===== config.mk =====
export PLATFORM = sky130hd
export DESIGN_NAME = timer_time_counter
export DESIGN_NICKNAME = d
export VERILOG_FILES = /design/src/rtl/timer_pkg.sv /design/src/rtl/timer_bcd_digit.sv /design/src/rtl/timer_time_counter.sv
export SDC_FILE = /design/constraint.sdc
export NUM_CORES = 1
export LEC_CHECK = 0
export BUFFER_PORTS_ARGS = -buffer_cell sky130_fd_sc_hd__buf_4
export CAP_MARGIN = 5
export CELL_PAD_IN_SITES_DETAIL_PLACEMENT = 1
export CELL_PAD_IN_SITES_GLOBAL_PLACEMENT = 1
export CORE_MARGIN = 1
export CORE_UTILIZATION = 37
export CTS_CLUSTER_SIZE = 16
export DETAILED_ROUTE_END_ITERATION = 16
export GPL_TIMING_DRIVEN = 1
export PLACE_DENSITY = 0.75
export SETUP_SLACK_MARGIN = 0.15
export SLEW_MARGIN = 20
export SYNTH_ARGS = -nofsm -noshare
export SYNTH_HDL_FRONTEND = slang
export SYNTH_SLANG_ARGS = --single-unit

===== constraint.sdc =====
create_clock -name sys_clk -period 2 [get_ports sys_clk]
set_clock_uncertainty 0.15 [all_clocks]
set_input_delay 0.4 -clock sys_clk [delete_from_list [all_inputs] [get_ports sys_clk]]
set_output_delay 0.4 -clock sys_clk [all_outputs]
set_load 0.01 [all_outputs]

===== src/rtl/timer_pkg.sv =====
// Shared types and constants for the MM:SS stopwatch time counter.
package timer_pkg;

   typedef enum logic [1:0] {
      IDLE  = 2'd0,
      RUN   = 2'd1,
      PAUSE = 2'd2,
      HALT  = 2'd3
   } timer_state_t;

   localparam logic [3:0] BCD_MAX_9 = 4'd9;
   localparam logic [3:0] BCD_MAX_5 = 4'd5;

   // Next value of a BCD digit that counts 0..max and wraps to 0.
   function automatic logic [3:0] bcd_next(input logic [3:0] d, input logic [3:0] max);
      logic [3:0] r;
      if (d == max) begin
         r = 4'd0;
      end else begin
         r = d + 4'd1;
      end
      return r;
   endfunction

endpackage


===== src/rtl/timer_bcd_digit.sv =====
// One BCD digit of the time display; counts 0..MAX and emits a carry on wrap.
module timer_bcd_digit
   import timer_pkg::*;
#(
   parameter logic [3:0] MAX = BCD_MAX_9
)
(
   input  logic       sys_clk,
   input  logic       int_reset,
   input  logic       clr,
   input  logic       inc,
   output logic [3:0] digit,
   output logic       carry
);

   logic [3:0] digit_q;
   logic [3:0] digit_d;

   // Clear dominates increment; otherwise the digit holds.
   always_comb begin
      digit_d = digit_q;
      if (clr) begin
         digit_d = 4'd0;
      end else if (inc) begin
         digit_d = bcd_next(digit_q, MAX);
      end else begin
         digit_d = digit_q;
      end
   end

   // Digit storage.
   always_ff @(posedge sys_clk or posedge int_reset) begin
      if (int_reset) begin
         digit_q <= 4'd0;
      end else begin
         digit_q <= digit_d;
      end
   end

   assign digit = digit_q;
   // Carry ripples combinationally so the whole chain updates on one edge.
   assign carry = inc & ~clr & (digit_q == MAX);

endmodule


===== src/rtl/timer_time_counter.sv =====
// Counts timer_clk rising edges into an MM:SS BCD time with run/pause/halt
// control, a seconds prescaler and a lap-capture handshake.
module timer_time_counter
   import timer_pkg::*;
#(
   parameter int TICKS_PER_SEC = 10,
   parameter bit WRAP_EN       = 1'b0
)
(
   input  logic       sys_clk,
   input  logic       int_reset,
   input  logic       timer_clk,
   input  logic       timer_start,
   input  logic       timer_clear,
   input  logic       timer_pause,
   input  logic       lap_req,
   input  logic       lap_ack,
   output logic [3:0] sec_lo,
   output logic [3:0] sec_hi,
   output logic [3:0] min_lo,
   output logic [3:0] min_hi,
   output logic [3:0] lap_sec_lo,
   output logic [3:0] lap_sec_hi,
   output logic [3:0] lap_min_lo,
   output logic [3:0] lap_min_hi,
   output logic       lap_valid,
   output logic       lap_overrun,
   output logic       sec_tick,
   output logic       rollover,
   output logic       running
);

   localparam int            PW         = (TICKS_PER_SEC > 1) ? $clog2(TICKS_PER_SEC) : 1;
   localparam logic [PW-1:0] PRESC_LAST = PW'(TICKS_PER_SEC - 1);

   timer_state_t  state_q, state_d;
   logic [PW-1:0] presc_q, presc_d;
   logic          timer_clk_q;
   logic          sec_tick_q, rollover_q;
   logic          lap_valid_q, lap_valid_d;
   logic          lap_overrun_q, lap_overrun_d;
   logic [15:0]   lap_time_q;

   logic tick, count_en, sec_step, at_max, digit_inc, lap_take;
   logic c_sl, c_sh, c_ml, c_mh;

   assign tick      = timer_clk & ~timer_clk_q;
   // Pause and clear both block counting; only RUN counts.
   assign count_en  = (state_q == RUN) & ~timer_clear & ~timer_pause & tick;
   assign sec_step  = count_en & (presc_q == PRESC_LAST);
   assign at_max    = (min_hi == BCD_MAX_9) & (min_lo == BCD_MAX_9) &
                      (sec_hi == BCD_MAX_5) & (sec_lo == BCD_MAX_9);
   // Without wrap, the increment out of 99:59 is swallowed and the FSM halts.
   assign digit_inc = sec_step & ~(at_max & ~WRAP_EN);
   // A lap is taken when the registers are free or being acknowledged now.
   assign lap_take  = lap_req & ~timer_clear & (~lap_valid_q | lap_ack);

   timer_bcd_digit #(.MAX(BCD_MAX_9)) u_sec_lo (
      .sys_clk(sys_clk), .int_reset(int_reset), .clr(timer_clear),
      .inc(digit_inc), .digit(sec_lo), .carry(c_sl));
   timer_bcd_digit #(.MAX(BCD_MAX_5)) u_sec_hi (
      .sys_clk(sys_clk), .int_reset(int_reset), .clr(timer_clear),
      .inc(c_sl), .digit(sec_hi), .carry(c_sh));
   timer_bcd_digit #(.MAX(BCD_MAX_9)) u_min_lo (
      .sys_clk(sys_clk), .int_reset(int_reset), .clr(timer_clear),
      .inc(c_sh), .digit(min_lo), .carry(c_ml));
   timer_bcd_digit #(.MAX(BCD_MAX_9)) u_min_hi (
      .sys_clk(sys_clk), .int_reset(int_reset), .clr(timer_clear),
      .inc(c_ml), .digit(min_hi), .carry(c_mh));

   // Prescaler: counts ticks in RUN, wraps at the terminal count.
   always_comb begin
      presc_d = presc_q;
      if (timer_clear) begin
         presc_d = {PW{1'b0}};
      end else if (count_en) begin
         if (presc_q == PRESC_LAST) begin
            presc_d = {PW{1'b0}};
         end else begin
            presc_d = presc_q + PW'(1);
         end
      end else begin
         presc_d = presc_q;
      end
   end

   // FSM next state; clear overrides every transition including start.
   always_comb begin
      state_d = state_q;
      if (timer_clear) begin
         state_d = IDLE;
      end else begin
         case (state_q)
            IDLE: begin
               if (timer_start) begin
                  state_d = timer_pause ? PAUSE : RUN;
               end else begin
                  state_d = IDLE;
               end
            end
            RUN: begin
               if (timer_pause) begin
                  state_d = PAUSE;
               end else if (sec_step && at_max && !WRAP_EN) begin
                  state_d = HALT;
               end else begin
                  state_d = RUN;
               end
            end
            PAUSE: begin
               if (!timer_pause) begin
                  state_d = RUN;
               end else begin
                  state_d = PAUSE;
               end
            end
            HALT:    state_d = HALT;
            default: state_d = IDLE;
         endcase
      end
   end

   // FSM outputs decoded from the state register.
   always_comb begin
      running = (state_q == RUN);
   end

   // Lap handshake flags: capture sets valid, ack alone clears it,
   // a request that finds unread data marks a sticky overrun.
   always_comb begin
      lap_valid_d   = lap_valid_q;
      lap_overrun_d = lap_overrun_q;
      if (timer_clear) begin
         lap_valid_d   = 1'b0;
         lap_overrun_d = 1'b0;
      end else if (lap_take) begin
         lap_valid_d   = 1'b1;
      end else if (lap_req) begin
         lap_overrun_d = 1'b1;
      end else if (lap_ack) begin
         lap_valid_d   = 1'b0;
      end else begin
         lap_valid_d   = lap_valid_q;
      end
   end

   // State, prescaler, edge detector and output pulse registers.
   always_ff @(posedge sys_clk or posedge int_reset) begin
      if (int_reset) begin
         state_q       <= IDLE;
         presc_q       <= {PW{1'b0}};
         timer_clk_q   <= 1'b0;
         sec_tick_q    <= 1'b0;
         rollover_q    <= 1'b0;
         lap_valid_q   <= 1'b0;
         lap_overrun_q <= 1'b0;
      end else begin
         state_q       <= state_d;
         presc_q       <= presc_d;
         timer_clk_q   <= timer_clk;
         sec_tick_q    <= sec_step;
         rollover_q    <= c_mh & WRAP_EN;
         lap_valid_q   <= lap_valid_d;
         lap_overrun_q <= lap_overrun_d;
      end
   end

   // Lap time registers hold the pre-increment live time.
   always_ff @(posedge sys_clk or posedge int_reset) begin
      if (int_reset) begin
         lap_time_q <= 16'd0;
      end else if (timer_clear) begin
         lap_time_q <= 16'd0;
      end else if (lap_take) begin
         lap_time_q <= {min_hi, min_lo, sec_hi, sec_lo};
      end else begin
         lap_time_q <= lap_time_q;
      end
   end

   assign {lap_min_hi, lap_min_lo, lap_sec_hi, lap_sec_lo} = lap_time_q;
   assign lap_valid   = lap_valid_q;
   assign lap_overrun = lap_overrun_q;
   assign sec_tick    = sec_tick_q;
   assign rollover    = rollover_q;

endmodule

==> results by group <==
Timing
  – RSZ-0062 raised after global routing: yes
  – Final setup violating endpoints: 0
  – Crit share post-route: 0.9889
  – Fin. Hold Viols: 0
  – Final Max Tran Viols: 0
  – Max Clk Rate: 0.5056 GHz
  – Total negative slack: 0 ns
  – Period minus WS final: 1.978 ns

Global routing
  – Largest net degree at the start of global routing: 43
  – Met3 usage: 0.04368
  – GRT Max-Usage Layer: met2
  – Global-route wire length before repair: 10.71 mm
  – Met1 usage: 0.2774
  – Grt ovf: 0
  – Antenna violations before repair: 0
  – Vias in the first global route: 2136
  – Total track usage: 0.2260
  – Met2 GRT Util: 0.3853

Yosys
  – Mapped Nets: 246
  – Yosys reg bits: 42
  – Post-synth EDFFs: 0
  – Top FF cell, synth: dfrtp_1
  – Post-synthesis sequential area ratio: 0.4773
  – Yosys warnings: 0
  – Cells after synthesis: 228
  – Async set-reset flop share out of synthesis: 1.000
  – Count of cell types in the netlist: 47
  – Synth Cell Area: 2202 µm²
  – Avg Cell Area, Syn: 9.658 µm²

Placement
  – Dpl hpwl: 4.507 mm
  – Count of input and output buffers: 43
  – Gp weighted congestion: 0.7606
  – Post-Place Cell Area: 2874 µm²
  – Placed insts: 371

Worst setup path
  – R2R cell count: 6
  – R2r setup slk: 0.02 ns
  – CP Max Fanout: 3
  – CP endpoint kind: flop
  – Critical path depth: 6
  – Critical-path cell list: inv_2 -> ha_4 -> nand3b_4 -> or4_4 -> nand2_4 -> mux2_4
  – Slowest-stage cell, CP: or4_4
  – Crit path largest cell delay: 0.59 ns
  – Worst r2r src: u_sec_lo.digit[1]
  – Startpoint Class: flop
  – RR Endpoint: u_sec_lo.digit[3]
  – CP arrival: 2.03 ns
  – CP required: 2.05 ns
  – Crit path kind: reg2reg
  – CP bufs+invs: 1
  – CP top delay family: simple AND/OR/NAND/NOR gates

Drt
  – DRC: 0
  – ANT nets after route: 0
  – 1st-pass router iterations: 4
  – Total wire length: 6.791 mm
  – Initial drt markers: 79
  – WL per Instance: 17.28 µm
  – Post-DR vias/cell: 5.214
  – Via count: 2049

CTS
  – H-Tree Depth: 2
  – Bufs on Longest Clock Path: 2
  – TritonCTS Sinks: 42
  – Cts hold-fix bufs: 0
  – Clk slew on worst S/H paths: 0.08 ns
  – Inserted Clock Buffers: 5
  – CTS tree: built
  – Clk root buf: clkbuf_8
  – Clk Latency, worst-skew pair: 0.31 ns

Finish
  – Fin area: 3213 µm²
  – Nets: 338
  – Antenna Cells: 0
  – Post-Layout Cell Count: 393
  – Leading cell type in the layout, fill and taps excluded: buf_4
  – Post-layout util: 0.5730
  – Synthesis-to-layout area growth: 45.91%
  – Layout fillers: 653
  – Layout cell share with drive strength beyond 1: 0.4455
  – Most frequent cells in the layout: buf_4, dfrtp_1, nand2_1

Floorplanning
  – # IOs: 45
  – Core area: 5608 µm²
  – Die height: 79.15 µm
  – Initial core utilization: 0.3927
  – Die area: 6264 µm²
  – Cell row count: 27
  – Die extent in x: 79.15 µm

Worst hold path
  – HP Class: in2async

Power and ir drop
  – PwrDens: 483.4 nW/µm²
  – VDD IR max: 0.4119 mV
  – Lkg Pwr: 0.001564 µW

Run
  – Max_cap viols: 0

Status
  – Status: finished clean
-- cells by family after synthesis --
kind of cell / after synthesis / synth area share
other cells: 1 / 0.001703
fa+ha+maj: 10 / 0.05682
compound gates: 52 / 0.1460
mux: 3 / 0.01648
simple gates: 97 / 0.2540
buf+inv: 23 / 0.04773
flops: 42 / 0.4773
-- flip-flops by register name, indices dropped and copies added (netlist names) --
name / flops
sec_tick: 1
timer_clk_q: 1
u_sec_hi.digit: 4
lap_overrun: 1
lap_time_q: 16
lap_valid: 1
u_min_lo.digit: 4
u_sec_lo.digit: 4
state_q: 2
u_min_hi.digit: 4
presc_q: 4
-- per-layer routing --
layer  routed length [µm]  up-vias
met5                    0        -
met4                  102        0
met3                  215       10
met2                 3600       45
met1                 2873     1011
li1                     -      983
-- cells in the mapped netlist (3+ instances only) --
| master | number | area share |
|---|---|---|
| nand2_1 | 34 | 0.058 |
| nand2b_1 | 3 | 0.0085 |
| ha_1 | 10 | 0.057 |
| nand3b_1 | 6 | 0.020 |
| o211ai_1 | 3 | 0.010 |
| o31ai_1 | 5 | 0.017 |
| o21ai_0 | 22 | 0.050 |
| a21oi_1 | 10 | 0.023 |
| clkbuf_1 | 5 | 0.0085 |
| nor3_1 | 6 | 0.014 |
| and3b_1 | 3 | 0.012 |
| inv_1 | 13 | 0.022 |
| and2_1 | 4 | 0.011 |
| nor2_1 | 13 | 0.022 |
| nand3_1 | 9 | 0.020 |
| dfrtp_1 | 42 | 0.48 |
| nor2b_1 | 4 | 0.011 |
| a31o_2 | 3 | 0.012 |
-- worst reg2reg max path: cells and delay by family (launching register included) --
| kind | cells | cell delay, ns |
|---|---|---|
| AND/OR/NAND/NOR | 3 | 0.81 |
| flip-flops | 1 | 0.41 |
| multiplexers | 1 | 0.29 |
| adder cells (fa/ha/maj) | 1 | 0.14 |
| buffers and inverters | 1 | 0.06 |
-- what timing repair did --
| action | CTS | global route |
|---|---|---|
| pin swaps | 10 | 5 |
| buffers inserted | 7 | 7 |
| gates resized for setup | 15 | 25 |
| endpoints found under the setup margin | 14 | 16 |
-- where the power goes --
group / internal [µW] / total [µW] / switching [µW]
clock network: 279 / 591 / 312
logic: 37.9 / 103 / 65.0
registers: 854 / 859 / 5.03
-- cell type report --
class / instances / area (µm²) / share of cell area
clock inverters: 1 / 5.005 / 0.001558
well taps: 72 / 90.09 / 0.02804
clock buffers: 7 / 86.33 / 0.02687
repair buffers: 93 / 733.2 / 0.2282
inverters: 15 / 58.81 / 0.01830
flip-flops and latches: 42 / 1054 / 0.3279
multi-input cells: 163 / 1186 / 0.3692
-- worst max path at each step --
stage	to	from	slack, ns
final	u_sec_lo.digit[3]	u_sec_lo.digit[1]	0.02
after floorplan	u_sec_lo.digit[3]	u_min_lo.digit[1]	-0.06
after detailed placement	u_sec_hi.digit[2]	u_sec_lo.digit[1]	-0.001
after global placement	u_sec_lo.digit[3]	u_min_hi.digit[1]	0.07
after global routing	u_min_hi.digit[2]	u_min_lo.digit[1]	-0.05
after CTS	u_sec_lo.digit[3]	u_sec_lo.digit[1]	0.03
-- metrics by stage --
| stage | hold WS, ns | total power (µW) | worst slack (ns) |
|---|---|---|---|
| after CTS | 0.02118 | 1568 | 0.02671 |
| after detailed placement | 0.3508 | 975.8 | -0.001342 |
| after global routing | 0.02686 | 1613 | -0.04780 |
| final | 0.002622 | 1553 | 0.02227 |
| after global placement | 0.3407 | 973.8 | 0.06698 |
| after floorplan | 0.2814 | 928.9 | -0.06372 |
(Power assumes the default switching activity.)
